[src/rtl/req_ack_if.sv]
// Handshake bundle between the req/ack initiator and its environment.
// The master side is the initiator; the slave side drives start/ack/data_in.
interface req_ack_if #(
    parameter int DATA_W      = 8,
    parameter int MAX_RETRIES = 2
);
    localparam int RC_W = (MAX_RETRIES > 0) ? $clog2(MAX_RETRIES + 1) : 1;

    logic              start;
    logic              ack;
    logic [DATA_W-1:0] data_in;
    logic              req;
    logic              done;
    logic              err;
    logic              busy;
    logic [DATA_W-1:0] data_out;
    logic [RC_W-1:0]   retry_cnt;

    modport master (
        input  start, ack, data_in,
        output req, done, err, busy, data_out, retry_cnt
    );

    modport slave (
        output start, ack, data_in,
        input  req, done, err, busy, data_out, retry_cnt
    );
endinterface

[src/rtl/req_ack_initiator.sv]
// Upstream initiator: one req pulse per start rise, waits 1..MAX_WAIT cycles
// for ack, retries on timeout, and finishes with a done or err pulse.
module req_ack_initiator #(
    parameter int DATA_W      = 8,
    parameter int MAX_WAIT    = 5,
    parameter int MAX_RETRIES = 2
) (
    input  logic       clk,
    input  logic       rst_n,
    req_ack_if.master  bus
);
    localparam int CNT_W = $clog2(MAX_WAIT + 1);
    localparam int RC_W  = (MAX_RETRIES > 0) ? $clog2(MAX_RETRIES + 1) : 1;
    localparam logic [CNT_W-1:0] WAIT_LAST  = CNT_W'(MAX_WAIT);
    localparam logic [RC_W-1:0]  RETRY_LAST = RC_W'(MAX_RETRIES);

    typedef enum logic [2:0] {
        S_IDLE,
        S_REQ,
        S_WAIT,
        S_DONE,
        S_ERR
    } state_t;

    state_t             state_reg, state_next;
    logic [CNT_W-1:0]   wait_cnt_reg, wait_cnt_next;
    logic [RC_W-1:0]    retry_cnt_reg, retry_cnt_next;
    logic [DATA_W-1:0]  data_reg, data_next;
    logic               start_q_reg;
    logic               req_reg, done_reg, err_reg, busy_reg;
    logic               rise;

    assign rise = bus.start & ~start_q_reg;

    // Pulse outputs are flopped from the next state so they line up with the
    // state they belong to without any combinational decode on the outputs.
    always_ff @(posedge clk or negedge rst_n) begin
        if (!rst_n) begin
            state_reg     <= S_IDLE;
            wait_cnt_reg  <= '0;
            retry_cnt_reg <= '0;
            data_reg      <= '0;
            start_q_reg   <= 1'b1;
            req_reg       <= 1'b0;
            done_reg      <= 1'b0;
            err_reg       <= 1'b0;
            busy_reg      <= 1'b0;
        end else begin
            state_reg     <= state_next;
            wait_cnt_reg  <= wait_cnt_next;
            retry_cnt_reg <= retry_cnt_next;
            data_reg      <= data_next;
            start_q_reg   <= bus.start;
            req_reg       <= (state_next == S_REQ);
            done_reg      <= (state_next == S_DONE);
            err_reg       <= (state_next == S_ERR);
            busy_reg      <= (state_next != S_IDLE);
        end
    end

    always_comb begin
        state_next     = state_reg;
        wait_cnt_next  = wait_cnt_reg;
        retry_cnt_next = retry_cnt_reg;
        data_next      = data_reg;
        case (state_reg)
            S_IDLE: begin
                if (rise) begin
                    retry_cnt_next = '0;
                    state_next     = S_REQ;
                end
            end
            S_REQ: begin
                wait_cnt_next = CNT_W'(1);
                state_next    = S_WAIT;
            end
            S_WAIT: begin
                // ack wins over a timeout landing in the same cycle
                if (bus.ack) begin
                    data_next  = bus.data_in;
                    state_next = S_DONE;
                end else if (wait_cnt_reg == WAIT_LAST) begin
                    if (retry_cnt_reg < RETRY_LAST) begin
                        retry_cnt_next = retry_cnt_reg + RC_W'(1);
                        state_next     = S_REQ;
                    end else begin
                        state_next = S_ERR;
                    end
                end else begin
                    wait_cnt_next = wait_cnt_reg + CNT_W'(1);
                end
            end
            S_DONE:  state_next = S_IDLE;
            S_ERR:   state_next = S_IDLE;
            default: state_next = S_IDLE;
        endcase
    end

    assign bus.req       = req_reg;
    assign bus.done      = done_reg;
    assign bus.err       = err_reg;
    assign bus.busy      = busy_reg;
    assign bus.data_out  = data_reg;
    assign bus.retry_cnt = retry_cnt_reg;
endmodule

[src/flat_wrapper.sv]
// flat-port wrapper written by rule: the top's interface ports become plain ports
module req_ack_initiator_flat 
#(
    parameter int DATA_W      = 8,
    parameter int MAX_WAIT    = 5,
    parameter int MAX_RETRIES = 2
)
  (clk, rst_n, bus_start, bus_ack, bus_data_in, bus_req, bus_done, bus_err, bus_busy, bus_data_out, bus_retry_cnt);
  req_ack_if #(.DATA_W(DATA_W), .MAX_RETRIES(MAX_RETRIES)) bus_i ();
  input  logic clk;
  input  logic rst_n;
  input wire logic [$bits(bus_i.start)-1:0] bus_start;
  input wire logic [$bits(bus_i.ack)-1:0] bus_ack;
  input wire logic [$bits(bus_i.data_in)-1:0] bus_data_in;
  output wire logic [$bits(bus_i.req)-1:0] bus_req;
  output wire logic [$bits(bus_i.done)-1:0] bus_done;
  output wire logic [$bits(bus_i.err)-1:0] bus_err;
  output wire logic [$bits(bus_i.busy)-1:0] bus_busy;
  output wire logic [$bits(bus_i.data_out)-1:0] bus_data_out;
  output wire logic [$bits(bus_i.retry_cnt)-1:0] bus_retry_cnt;
  assign bus_i.start = bus_start;
  assign bus_i.ack = bus_ack;
  assign bus_i.data_in = bus_data_in;
  assign bus_req = bus_i.req;
  assign bus_done = bus_i.done;
  assign bus_err = bus_i.err;
  assign bus_busy = bus_i.busy;
  assign bus_data_out = bus_i.data_out;
  assign bus_retry_cnt = bus_i.retry_cnt;
  req_ack_initiator #(.DATA_W(DATA_W), .MAX_WAIT(MAX_WAIT), .MAX_RETRIES(MAX_RETRIES)) u_core (.clk(clk), .rst_n(rst_n), .bus(bus_i));
endmodule
[config.mk]
export PLATFORM = sky130hd
export DESIGN_NAME = req_ack_initiator_flat
export DESIGN_NICKNAME = d
export VERILOG_FILES = /design/src/rtl/req_ack_if.sv /design/src/rtl/req_ack_initiator.sv /design/src/flat_wrapper.sv
export SDC_FILE = /design/constraint.sdc
export NUM_CORES = 1
export LEC_CHECK = 0
export ABC_AREA = 1
export ABC_CLOCK_PERIOD_IN_PS = 2300
export CAP_MARGIN = 15
export CORE_MARGIN = 4
export CORE_UTILIZATION = 50
export CTS_BUF_LIST = sky130_fd_sc_hd__clkbuf_16
export DETAILED_ROUTE_END_ITERATION = 7
export GPL_TIMING_DRIVEN = 0
export PLACE_DENSITY = 0.88
export SLEW_MARGIN = 20
export SYNTH_ARGS = -nofsm -noshare
export SYNTH_HDL_FRONTEND = slang
export SYNTH_SLANG_ARGS = --single-unit
[constraint.sdc]
create_clock -name clk -period 2.3 [get_ports clk]
set_clock_uncertainty 0.2 [all_clocks]
set_input_delay 0.46 -clock clk [delete_from_list [all_inputs] [get_ports clk]]
set_output_delay 0.46 -clock clk [all_outputs]
set_load 0.03 [all_outputs]
# After elaboration in Yosys (flattened, before gate mapping)
# Cells that the tools add are included.
# word_totals
reg_bits	21
in_bits	12
output_inout_bits	14
word_cells	45
# op_classes
add_sub_neg	2
order_cmp	1
n_eq_ne	11
muxes	13
bitwise	2
n_reduce_logical	7
# op_table
operator	n
$mux W3	6
$pmux W3 S3	1
$mux W2	4
$eq A3 B1 Y1 const B	2
$eq A3 B2 Y1 const B	2
$eq A3 B3 Y1 const B	2
$ne A2 B1 Y1 const B	3
$pmux W3 S2	1
$reduce_and A5 Y1	1
$ne A2 B2 Y1 const B	2
$pmux W2 S2	1
$reduce_bool A2 Y1	2
$add A3 B1 Y3 const B	1
$logic_not A3 Y1	1
$reduce_and A3 Y1	1
$reduce_bool A3 Y1	1
$add A2 B1 Y2 const B	1
$lt A2 B2 Y1 const B	1
$reduce_and A2 Y1	1
$and A1 B1 Y1	1
$not A1 Y1	1

# Logic depth before layout (Yosys ltp)
# logic_depth
ltp_word	6
mapped_depth	8
mapped_depth_nobuf	8

# Worst setup path after synthesis
# No wires, ideal clock.
# synth_timing
path_type	reg2reg
from	register u_core.wait_cnt_reg[0]
to	register u_core.wait_cnt_reg[1]
setup_ns	0.065
arrival_time_ns	1.182
t_required_ns	2.035
path_slack_ns	0.853
stages_incl_launch_ff	6
path_buffers	0
period_less_slack_ns	1.447
cell_sequence	dfrtp_1 -> ha_1 -> a21oi_1 -> nand2_1 -> or2_0 -> nand2_1
# synth_via
elab_chain_cells	4
word_cells_on_any_way	7
cone_classes	1 x add/sub; 2 x eq/ne; 3 x mux; 1 x reduce/logical
# synth_rtl
item	line_no	text
start: declaration	req_ack_initiator.sv:26	logic [CNT_W-1:0] wait_cnt_reg, wait_cnt_next;
start signal: assignment	req_ack_initiator.sv:50	wait_cnt_reg <= wait_cnt_next;
$add A3 B1 Y3	req_ack_initiator.sv:90	wait_cnt_next = wait_cnt_reg + CNT_W'(1);
$mux W3	req_ack_initiator.sv:82	end else if (wait_cnt_reg == WAIT_LAST) begin
$mux W3	req_ack_initiator.sv:79	if (bus.ack) begin
$pmux W3 S2	req_ack_initiator.sv:66	case (state_reg)
# Several ways; a longest one is shown, not always the timed one. The select of a mux whose other input is x is not followed.
# A chain may end at the register's enable or synchronous reset.

# Worst setup path after layout
# layout_timing
from	register u_core.retry_cnt_reg[1], in the netlist u_core.bus.retry_cnt[1]
to	output port bus_retry_cnt[1]
# layout_lines
item	line_no	text
start: declaration	req_ack_initiator.sv:27	logic [RC_W-1:0] retry_cnt_reg, retry_cnt_next;
start signal: assignment	req_ack_initiator.sv:51	retry_cnt_reg <= retry_cnt_next;
end: declaration	flat_wrapper.sv:20	output wire logic [$bits(bus_i.retry_cnt)-1:0] bus_retry_cnt;
# No word-level cell between the ends.

==> results_dict.tcl <==
set metrics [dict create \
    status "finished, final reports clean" \
    cp_slowest_cell "clkdlybuf4s50_1" \
    cp.arrival_ps 1390 \
    htree_levels 1 \
    ctsResizeCount 0 \
    cts_hold_buf 0 \
    period_minus_slack_ps 2050 \
    io_buffers 25 \
    clk_pin_slew_ps 60 \
    cts_tree "built" \
    postSynthAreaPerCell_um2 8.23 \
    grt_pass1_wl_mm 3.64 \
    cts_buffers 3 \
    clk_latency_ps 250 \
    synth_cell_types 18 \
    ys_seq_elements 21 \
    setup_slack_ps 250 \
    hold_viol_final 0 \
    diodes 0 \
    power_density_nw_per_um2 1340 \
    cts_root_buffer "clkbuf_16" \
    maxSlewViolCount 0 \
    min_path_cells 2 \
    wl_mm 2.13 \
    drv_cap 0 \
    dr.first_iter.drc_count 5 \
    largest_reg_flops 8 \
    critPathBufInv 1 \
    crit_type "register to primary output" \
    p_int_mw 1.05 \
    finalSetupViolCount 0 \
    setup_tns_ps 0 \
    netlist_area_um2 963 \
    synthCells 117 \
    clkPwrFrac 0.202 \
    tightest_slew_ps 929 \
    setup.worst_path.start_class "register" \
    peakVddDrop_mv 0.901 \
    drc 0 \
    power_leakage_nw 0.712 \
    critPathCaptureType "primary output" \
    routed_via_density 4.85 \
    cts_setup_buffers 0 \
    placed_area_um2 1240 \
    crit_family "buffers and inverters" \
    nNetsFinal 161 \
    final_cell_mix "48 x nand2_1, 25 x clkdlybuf4s50_1, 20 x dfrtp_1" \
    fin_area_um2 1330 \
    critPathMaxStageDelay_ps 710 \
    grt_use_total 0.186 \
    ys_seq_area_frac 0.547 \
    cts_buffer_depth 2 \
    critPathMaxFanout 6 \
    switching_power_mw 0.727 \
    regToRegStartpoint "u_core.wait_cnt_reg[0]" \
    die_y_um 51.9 \
    drive_above_1_share 0.0753 \
    fp.dieW_um 51.9 \
    pin_count 26 \
    antenna_found_initial 0 \
    grt_pass1_vias 833 \
    rows 15 \
    ff2ff_path_depth 5 \
    fin_crit_sh 0.891 \
    final_common_cell "nand2_1" \
    dieArea_um2 2690 \
    grt_max_degree 22 \
    switching_share 0.409 \
    synth_nets 131 \
    dr.pass1.iters 4 \
    core-area_um2 1780 \
    hpwl_mm 1.53 \
    max_slew_margin 0.379 \
    avgRoutedWirePerCell_um 12.5 \
    cp_cell_sequence "clkdlybuf4s50_1" \
    synth_largest_area_cell "dfrtp_1" \
    vias 830 \
    drt.antenna.violating_nets 0 \
    grt_remaining_overflow 0 \
    r2r-end "u_core.wait_cnt_reg[1]" \
    gp_congestion 0.858 \
    yosysWarnings 0 \
    start_util 0.540 \
    dpl_worst_slack_ps 415 \
    pwr-share-seq 0.336 \
    pwr-share-comb 0.462 \
    hp-class "register to register" \
    cts_sinks 21 \
    min_from "u_core.bus.data_out[6]" \
    cp.required_ps 1640 \
    synth_top_area_frac 0.519 \
    min_to "u_core.bus.data_out[6]" \
    ys_top_cells_by_area "dfrtp_1 52%, nand2_1 19%, inv_1 5.8%, nand3_1 4.7%, dfstp_2 2.7%" \
    ff2ff_setup_slack_ps 670 \
    syn_to_final_growth_pct 37.5 \
    rsz0062_at_grt "false" \
    clock.fmax_mhz 488 \
]
-- cells in the mapped netlist (all sizes together) --
cell type  number
dfstp           1
inv            16
buf             1
xor2            1
ha              2
or2             1
nand3           9
dfrtp          20
nor2            7
a21oi           3
nand2          50
o21ai           1
clkinv          1
nand3b          1
nand4           3
-- kinds of logic (layout without fill, tap and decap cells) --
logic type	after synthesis	count (layout)	synth area share
XOR/XNOR	1	1	0.00909
adder cells (fa/ha/maj)	2	2	0.0260
flip-flops	21	21	0.547
AND/OR/NAND/NOR	71	71	0.323
AO/OA/AOI/OAI	4	4	0.0208
buffers and inverters	18	47	0.0740
-- how the worst max path moves through the flow --
stage | startpoint | end | slack (ps) | cells after the start
CTS | u_core.bus.retry_cnt[1] | bus_retry_cnt[1] | 240 | 1
global placement | bus_ack | u_core.wait_cnt_reg[1] | 450 | 5
detailed placement | bus_ack | u_core.wait_cnt_reg[1] | 420 | 5
global route | u_core.bus.retry_cnt[1] | bus_retry_cnt[1] | 220 | 1
finish | u_core.bus.retry_cnt[1] | bus_retry_cnt[1] | 250 | 1
floorplan | u_core.wait_cnt_reg[0] | u_core.wait_cnt_reg[1] | 850 | 5
-- metal layers --
layer | vias up | global-route usage | routed length [um]
met5 | - | 0 | 0
met4 | 0 | 0.100 | 61
met3 | 8 | 0.0573 | 92
met2 | 21 | 0.297 | 1070
met1 | 383 | 0.222 | 901
li1 | 418 | - | -
-- power groups by stage --
| stage | logic (mW) | registers, mW | clock network [mW] |
|---|---|---|---|
| 4_1_cts | 0.828 | 0.596 | 0.368 |
| 3_5_place_dp | 0.810 | 0.601 | 0 |
| 2_1_floorplan | 0.336 | 0.773 | 0 |
| 6_report | 0.823 | 0.597 | 0.360 |
| 5_1_grt | 0.898 | 0.618 | 0.387 |
| 3_3_place_gp | 0.783 | 0.593 | 0 |
-- area by class of cell --
class	instances	area, um^2
tap	25	31.3
clock inverter	1	5.00
multi-input combinational	78	365
sequential	21	527
inverter	17	63.8
fill	125	458
clock buffer	3	75.1
buffer	1	7.51
timing repair buffer	25	250
-- through the flow --
step | instances | total power [mW] | util | hold slack (ps)
floorplan | 117 | 1.11 | - | -35.6
global placement | 167 | 1.38 | 0.698 | 263
detailed placement | 167 | 1.41 | 0.698 | 274
CTS | 171 | 1.79 | 0.743 | 289
global route | 171 | 1.90 | 0.743 | 306
finish | 171 | 1.78 | 0.743 | 282
Note: power is estimated with default switching activity, not from simulation.
